File: config.mk
export PLATFORM = sky130hd
export DESIGN_NAME = tt_proj_sel
export DESIGN_NICKNAME = d
export VERILOG_FILES = /design/src/rtl/tt_sel_pkg.sv /design/src/rtl/tt_sel_sync.sv /design/src/rtl/tt_proj_sel.sv
export SDC_FILE = /design/constraint.sdc
export NUM_CORES = 1
export LEC_CHECK = 0
export BUFFER_PORTS_ARGS = -buffer_cell sky130_fd_sc_hd__buf_4
export CORE_MARGIN = 1.5
export CORE_UTILIZATION = 45
export DETAILED_ROUTE_END_ITERATION = 12
export PLACE_DENSITY = 0.68
export SLEW_MARGIN = 0
export SYNTH_ARGS = -nofsm -noshare
export SYNTH_HDL_FRONTEND = slang
export SYNTH_HIERARCHICAL = 1
export SYNTH_SLANG_ARGS = --single-unit
File: constraint.sdc
create_clock -name clk -period 2.1 [get_ports clk]
set_input_delay 0.42 -clock clk [delete_from_list [all_inputs] [get_ports clk]]
set_output_delay 0.42 -clock clk [all_outputs]
set_load 0.005 [all_outputs]
File: src/rtl/tt_sel_pkg.sv
// Shared constants, state encoding and width helper for the project-select controller.
// Used by tt_sel_sync and tt_proj_sel.
package tt_sel_pkg;

  localparam int unsigned G_X = 16;
  localparam int unsigned G_Y = 24;

  typedef logic [1:0] state_t;

  localparam state_t ST_IDLE   = 2'd0;
  localparam state_t ST_SWITCH = 2'd1;
  localparam state_t ST_HOLD   = 2'd2;
  localparam state_t ST_RUN    = 2'd3;

  function automatic int unsigned clog2(input int unsigned value);
    int unsigned width;
    width = 0;
    for (int unsigned i = 0; i < 32; i++) begin
      if ((64'd1 << i) < 64'(value)) width = i + 1;
    end
    return width;
  endfunction

endpackage

File: src/rtl/tt_sel_sync.sv
// Optional 2-flop synchronizer (TT_SEL_SYNC_EN) followed by a rising-edge detector.
// Edges are suppressed until the pipeline has refilled after reset, so a pad already high
// at reset release needs a fresh low-to-high transition to register.
module tt_sel_sync (
  input  logic clk,
  input  logic rst,
  input  logic din,
  output logic level,
  output logic rise
);

`ifdef TT_SEL_SYNC_EN
  localparam logic [1:0] ARM_CYC = 2'd3;

  logic [1:0] sync_q;

  always_ff @(posedge clk or posedge rst) begin
    if (rst) begin
      sync_q <= '0;
    end else begin
      sync_q <= {sync_q[0], din};
    end
  end

  assign level = sync_q[1];
`else
  localparam logic [1:0] ARM_CYC = 2'd1;

  assign level = din;
`endif

  logic       prev_q;
  logic [1:0] arm_q;

  always_ff @(posedge clk or posedge rst) begin
    if (rst) begin
      prev_q <= 1'b0;
      arm_q  <= '0;
    end else begin
      prev_q <= level;
      if (arm_q != ARM_CYC) arm_q <= arm_q + 2'd1;
    end
  end

  assign rise = level & ~prev_q & (arm_q == ARM_CYC);

endmodule

File: src/rtl/tt_proj_sel.sv
// Project-select controller: registered tile address plus break-before-make enable/reset
// sequencing. Define TT_SEL_SYNC_EN to synchronize the three control pads internally.
module tt_proj_sel #(
  parameter  int unsigned G_X     = tt_sel_pkg::G_X,
  parameter  int unsigned G_Y     = tt_sel_pkg::G_Y,
  parameter  int unsigned RST_CYC = 4,
  localparam int unsigned N_TILE  = G_X * G_Y,
  localparam int unsigned ADDR_W  = tt_sel_pkg::clog2(N_TILE),
  localparam int unsigned X_W     = tt_sel_pkg::clog2(G_X),
  localparam int unsigned Y_W     = tt_sel_pkg::clog2(G_Y)
) (
  input  logic              clk,
  input  logic              rst,
  input  logic              sel_inc,
  input  logic              sel_clr,
  input  logic              sel_ena,
  output logic [ADDR_W-1:0] addr,
  output logic [X_W-1:0]    addr_x,
  output logic [Y_W-1:0]    addr_y,
  output logic              proj_ena,
  output logic              proj_rst,
  output logic              busy
);
  import tt_sel_pkg::*;

  localparam int unsigned       CNT_W    = clog2(RST_CYC + 1);
  localparam logic [CNT_W-1:0]  CNT_LOAD = CNT_W'(RST_CYC - 1);
  localparam logic [ADDR_W-1:0] ADDR_MAX = ADDR_W'(N_TILE - 1);
  localparam logic [X_W-1:0]    X_MAX    = X_W'(G_X - 1);
  localparam logic [Y_W-1:0]    Y_MAX    = Y_W'(G_Y - 1);

  logic inc_rise, clr_rise, ena_rise, ena_lvl;
  logic inc_lvl, clr_lvl;

  tt_sel_sync u_sync_inc (
    .clk   (clk),
    .rst   (rst),
    .din   (sel_inc),
    .level (inc_lvl),
    .rise  (inc_rise)
  );

  tt_sel_sync u_sync_clr (
    .clk   (clk),
    .rst   (rst),
    .din   (sel_clr),
    .level (clr_lvl),
    .rise  (clr_rise)
  );

  tt_sel_sync u_sync_ena (
    .clk   (clk),
    .rst   (rst),
    .din   (sel_ena),
    .level (ena_lvl),
    .rise  (ena_rise)
  );

  logic [ADDR_W-1:0] addr_q, addr_d;
  logic [X_W-1:0]    x_q, x_d;
  logic [Y_W-1:0]    y_q, y_d;
  state_t            state_q, state_d;
  logic [CNT_W-1:0]  cnt_q, cnt_d;
  logic              proj_ena_q, proj_rst_q, busy_q;
  logic              chg;

  assign chg = inc_rise | clr_rise;

  // Column/row tracked alongside the flat index so no divider is needed.
  always_comb begin
    addr_d = addr_q;
    x_d    = x_q;
    y_d    = y_q;
    if (clr_rise) begin
      addr_d = '0;
      x_d    = '0;
      y_d    = '0;
    end else if (inc_rise) begin
      addr_d = (addr_q == ADDR_MAX) ? '0 : addr_q + ADDR_W'(1);
      if (x_q == X_MAX) begin
        x_d = '0;
        y_d = (y_q == Y_MAX) ? '0 : y_q + Y_W'(1);
      end else begin
        x_d = x_q + X_W'(1);
      end
    end
  end

  always_comb begin
    state_d = state_q;
    cnt_d   = cnt_q;
    if (!ena_lvl) begin
      state_d = ST_IDLE;
    end else begin
      case (state_q)
        ST_IDLE: begin
          if (ena_rise) state_d = ST_SWITCH;
        end
        ST_SWITCH: begin
          if (!chg) begin
            state_d = ST_HOLD;
            cnt_d   = CNT_LOAD;
          end
        end
        ST_HOLD: begin
          if (chg) begin
            state_d = ST_SWITCH;
          end else if (cnt_q == '0) begin
            state_d = ST_RUN;
          end else begin
            cnt_d = cnt_q - CNT_W'(1);
          end
        end
        ST_RUN: begin
          if (chg) state_d = ST_SWITCH;
        end
        default: state_d = ST_IDLE;
      endcase
    end
  end

  // Outputs decoded from next state so every output is a flop.
  always_ff @(posedge clk or posedge rst) begin
    if (rst) begin
      addr_q     <= '0;
      x_q        <= '0;
      y_q        <= '0;
      state_q    <= ST_IDLE;
      cnt_q      <= '0;
      proj_ena_q <= 1'b0;
      proj_rst_q <= 1'b1;
      busy_q     <= 1'b0;
    end else begin
      addr_q     <= addr_d;
      x_q        <= x_d;
      y_q        <= y_d;
      state_q    <= state_d;
      cnt_q      <= cnt_d;
      proj_ena_q <= (state_d == ST_HOLD) || (state_d == ST_RUN);
      proj_rst_q <= (state_d != ST_RUN);
      busy_q     <= (state_d == ST_SWITCH) || (state_d == ST_HOLD);
    end
  end

  assign addr     = addr_q;
  assign addr_x   = x_q;
  assign addr_y   = y_q;
  assign proj_ena = proj_ena_q;
  assign proj_rst = proj_rst_q;
  assign busy     = busy_q;

  logic unused_lvl;
  assign unused_lvl = inc_lvl ^ clr_lvl;

endmodule

==> summary.txt <==
Logic synthesis
  • Syn Inst Count: 169
  • Mapped Area: 0.00172 mm²
  • Syn_nets: 184
  • Syn. warnings: 6
  • Synth Area per Inst: 10.2 µm²

Power and ir drop
  • Logic pwr share: 0.141
  • Clock power share: 0.319
  • Internal Power: 1.06 mW
  • Seq pwr share: 0.540
  • LEAKAGE: 1.03 nW
  • P_sw: 0.367 mW
  • PD cells: 691 mW/mm²
  • Switching share of total power: 0.257
  • Overall power: 1.43 mW
  • Peak supply drop: 300 µV

GRT
  • Largest net degree at the start of global routing: 19
  • Vias in the first global route: 1265
  • Initial antenna violation count: 0
  • Grt total ovfl: 0
  • Gr usage total: 0.170
  • First-pass GRT wire length: 5550 µm

Clock network
  • Post-CTS Setup Inserts: 0
  • Clock sink count: 35
  • TritonCTS buffer count: 5
  • Skew-Pair Late Insertion Delay: 0.28 ns
  • CTS max path bufs: 2
  • H-tree depth: 2
  • CTS root buf: clkbuf_8
  • Worst-path clk slew: 0.06 ns
  • CTS tree: built

Setup path
  • R2R Path Start: u_sync_inc/arm_q[1]$_DFFE_PP0P_
  • Type of the worst setup path: reg -> reg
  • CP peak stage delay: 0.37 ns
  • Cell family with most CP delay: simple AND/OR/NAND/NOR gates
  • Worst R2R Path Depth: 10
  • Crit-path cells: inv_2 > ha_2 > nand2_1 > nor2_2 > nor2_2 > a31oi_1 > nor2_1 > or2_4 > ha_1 > or2_2
  • Most used cell, CP: nor2_2
  • Reg2Reg Setup Slack: 0.20 ns
  • Slowest cell on crit path: dfrtp_1
  • Worst path depth: 10
  • CP Capture Type: flip-flop
  • WP data required: 2.26 ns
  • Worst setup SP type: flip-flop
  • Reg-to-reg endpoint: proj_ena$_DFF_PP0_
  • Crit path DAT: 2.06 ns
  • CP max FO: 3
  • Buffers & Inverters on Critical Path: 1

Routing
  • Drt drc: 0
  • DR WL/cell: 11.9 µm
  • Pre-antenna DRT Iters: 4
  • Initial DRC Count: 70
  • ANT nets after route: 0
  • Vias per Instance: 5.13
  • DRT Wirelength: 2960 µm
  • Vias: 1278

Die
  • Initial Utilization: 0.471
  • Num ports: 26
  • Die X: 64.9 µm
  • Core Footprint: 0.00366 mm²
  • Die area: 0.00421 mm²
  • Site Rows: 22
  • Die H: 64.9 µm

Worst hold path
  • Worst min-delay path category: in -> async

Run
  • Max_cap viols: 0

Cells and area
  • Nets: 215
  • Antenna diodes: 0
  • Area grow syn2layout: 20.0%
  • Layout cell share with drive strength beyond 1: 0.239
  • FILL cells: 333

STA
  • Worst Clk Skew: 0.00964 ns
  • Worst slew pin tran: 0.406 ns
  • Final setup viols: 0
  • Final Max Slew Viols: 0
  • RSZ-0062 raised after global routing: no
  • Highest clock rate: 0.526 GHz
  • Max_slew headroom: 0.729
  • Final Hold Fails: 0
  • Tcrit/Tclk final: 0.906
  • Tmin final: 1.90 ns
  • Total Negative Setup Slacks: 0 ns

Placed design
  • IO buf count: 25
  • Detailed Place HPWL: 2210 µm
  • GP Congestion: 0.744

Status
  • Status: completed
-- worst max path at each step --
| stage | startpoint | endpoint |
|---|---|---|
| floorplan | u_sync_inc/arm_q[1]$_DFFE_PP0P_ | proj_ena$_DFF_PP0_ |
| detailed placement | u_sync_clr/arm_q[1]$_DFFE_PP0P_ | proj_ena$_DFF_PP0_ |
| finish | u_sync_inc/arm_q[1]$_DFFE_PP0P_ | proj_ena$_DFF_PP0_ |
| CTS | u_sync_clr/arm_q[1]$_DFFE_PP0P_ | proj_ena$_DFF_PP0_ |
| global placement | u_sync_clr/arm_q[1]$_DFFE_PP0P_ | proj_ena$_DFF_PP0_ |
| global route | u_sync_inc/arm_q[1]$_DFFE_PP0P_ | proj_ena$_DFF_PP0_ |
-- power by group through the flow --
stage | Clock (mW) | Combinational [mW] | Sequential (mW)
3_5_place_dp | 0 | 0.202 | 0.783
2_1_floorplan | 0 | 0.141 | 0.770
3_3_place_gp | 0 | 0.195 | 0.781
5_1_grt | 0.508 | 0.235 | 0.780
4_1_cts | 0.481 | 0.203 | 0.770
6_report | 0.456 | 0.201 | 0.771
-- stage by stage --
step	cell area [µm²]	setup WS (ns)	utilization	hold WS, ns	std cells
floorplan	1730	0.0255	-	0.174	169
global placement	1980	0.166	0.540	0.322	241
detailed placement	1980	0.121	0.540	0.327	241
CTS	2060	0.104	0.562	0.0211	249
global route	2070	0.00435	0.565	0.0192	249
finish	2070	0.198	0.565	0.0291	249
-- final cells by class --
class | instances | area, µm² | share of cell area
Clock buffer | 8 | 80.1 | 0.0387
Inverter | 12 | 45.0 | 0.0218
Multi-Input combinational cell | 115 | 773 | 0.374
Sequential cell | 35 | 877 | 0.424
Tap cell | 48 | 60.1 | 0.0290
Timing Repair Buffer | 31 | 233 | 0.113
-- state kept, by name (all words and copies together), names as in the netlist, 2 cells and up --
name	cells
state_q	2
addr_x	4
cnt_q	3
u_sync_clr/arm_q	2
addr_y	5
addr	9
u_sync_inc/arm_q	2
u_sync_ena/arm_q	2
-- metal layers --
| metal | share of wire | vias to the layer above | global-route usage |
|---|---|---|---|
| met1 | 0.45 | 620 | 0.197 |
| met2 | 0.49 | 22 | 0.303 |
| li1 | - | 632 | - |
| met3 | 0.043 | 4 | 0.0469 |
| met5 | 0 | - | 0 |
| met4 | 0.012 | 0 | 0.0559 |
-- cell usage in the layout, fill, tap and decap left out, types with 2 or more instances in the layout --
| cell type | count |
|---|---|
| nor2_1 | 21 |
| xnor2_1 | 5 |
| mux2i_1 | 7 |
| clkbuf_8 | 5 |
| clkbuf_1 | 3 |
| inv_1 | 11 |
| a31oi_1 | 2 |
| buf_4 | 31 |
| nand2b_1 | 2 |
| nand3_1 | 7 |
| nor3b_1 | 2 |
| a2bb2oi_1 | 2 |
| a21oi_1 | 6 |
| ha_1 | 9 |
| o21ai_0 | 7 |
| nor2_2 | 4 |
| xor2_1 | 6 |
| dfrtp_1 | 34 |
| nand2_1 | 15 |
-- timing repair --
action                                  4_1_cts  5_1_grt
endpoints found under the setup margin        0        1
hold buffers                                  0        0
resized for setup                             0        5
hold endpoints to repair                      0        0
Power figures use the tool's default switching activity.
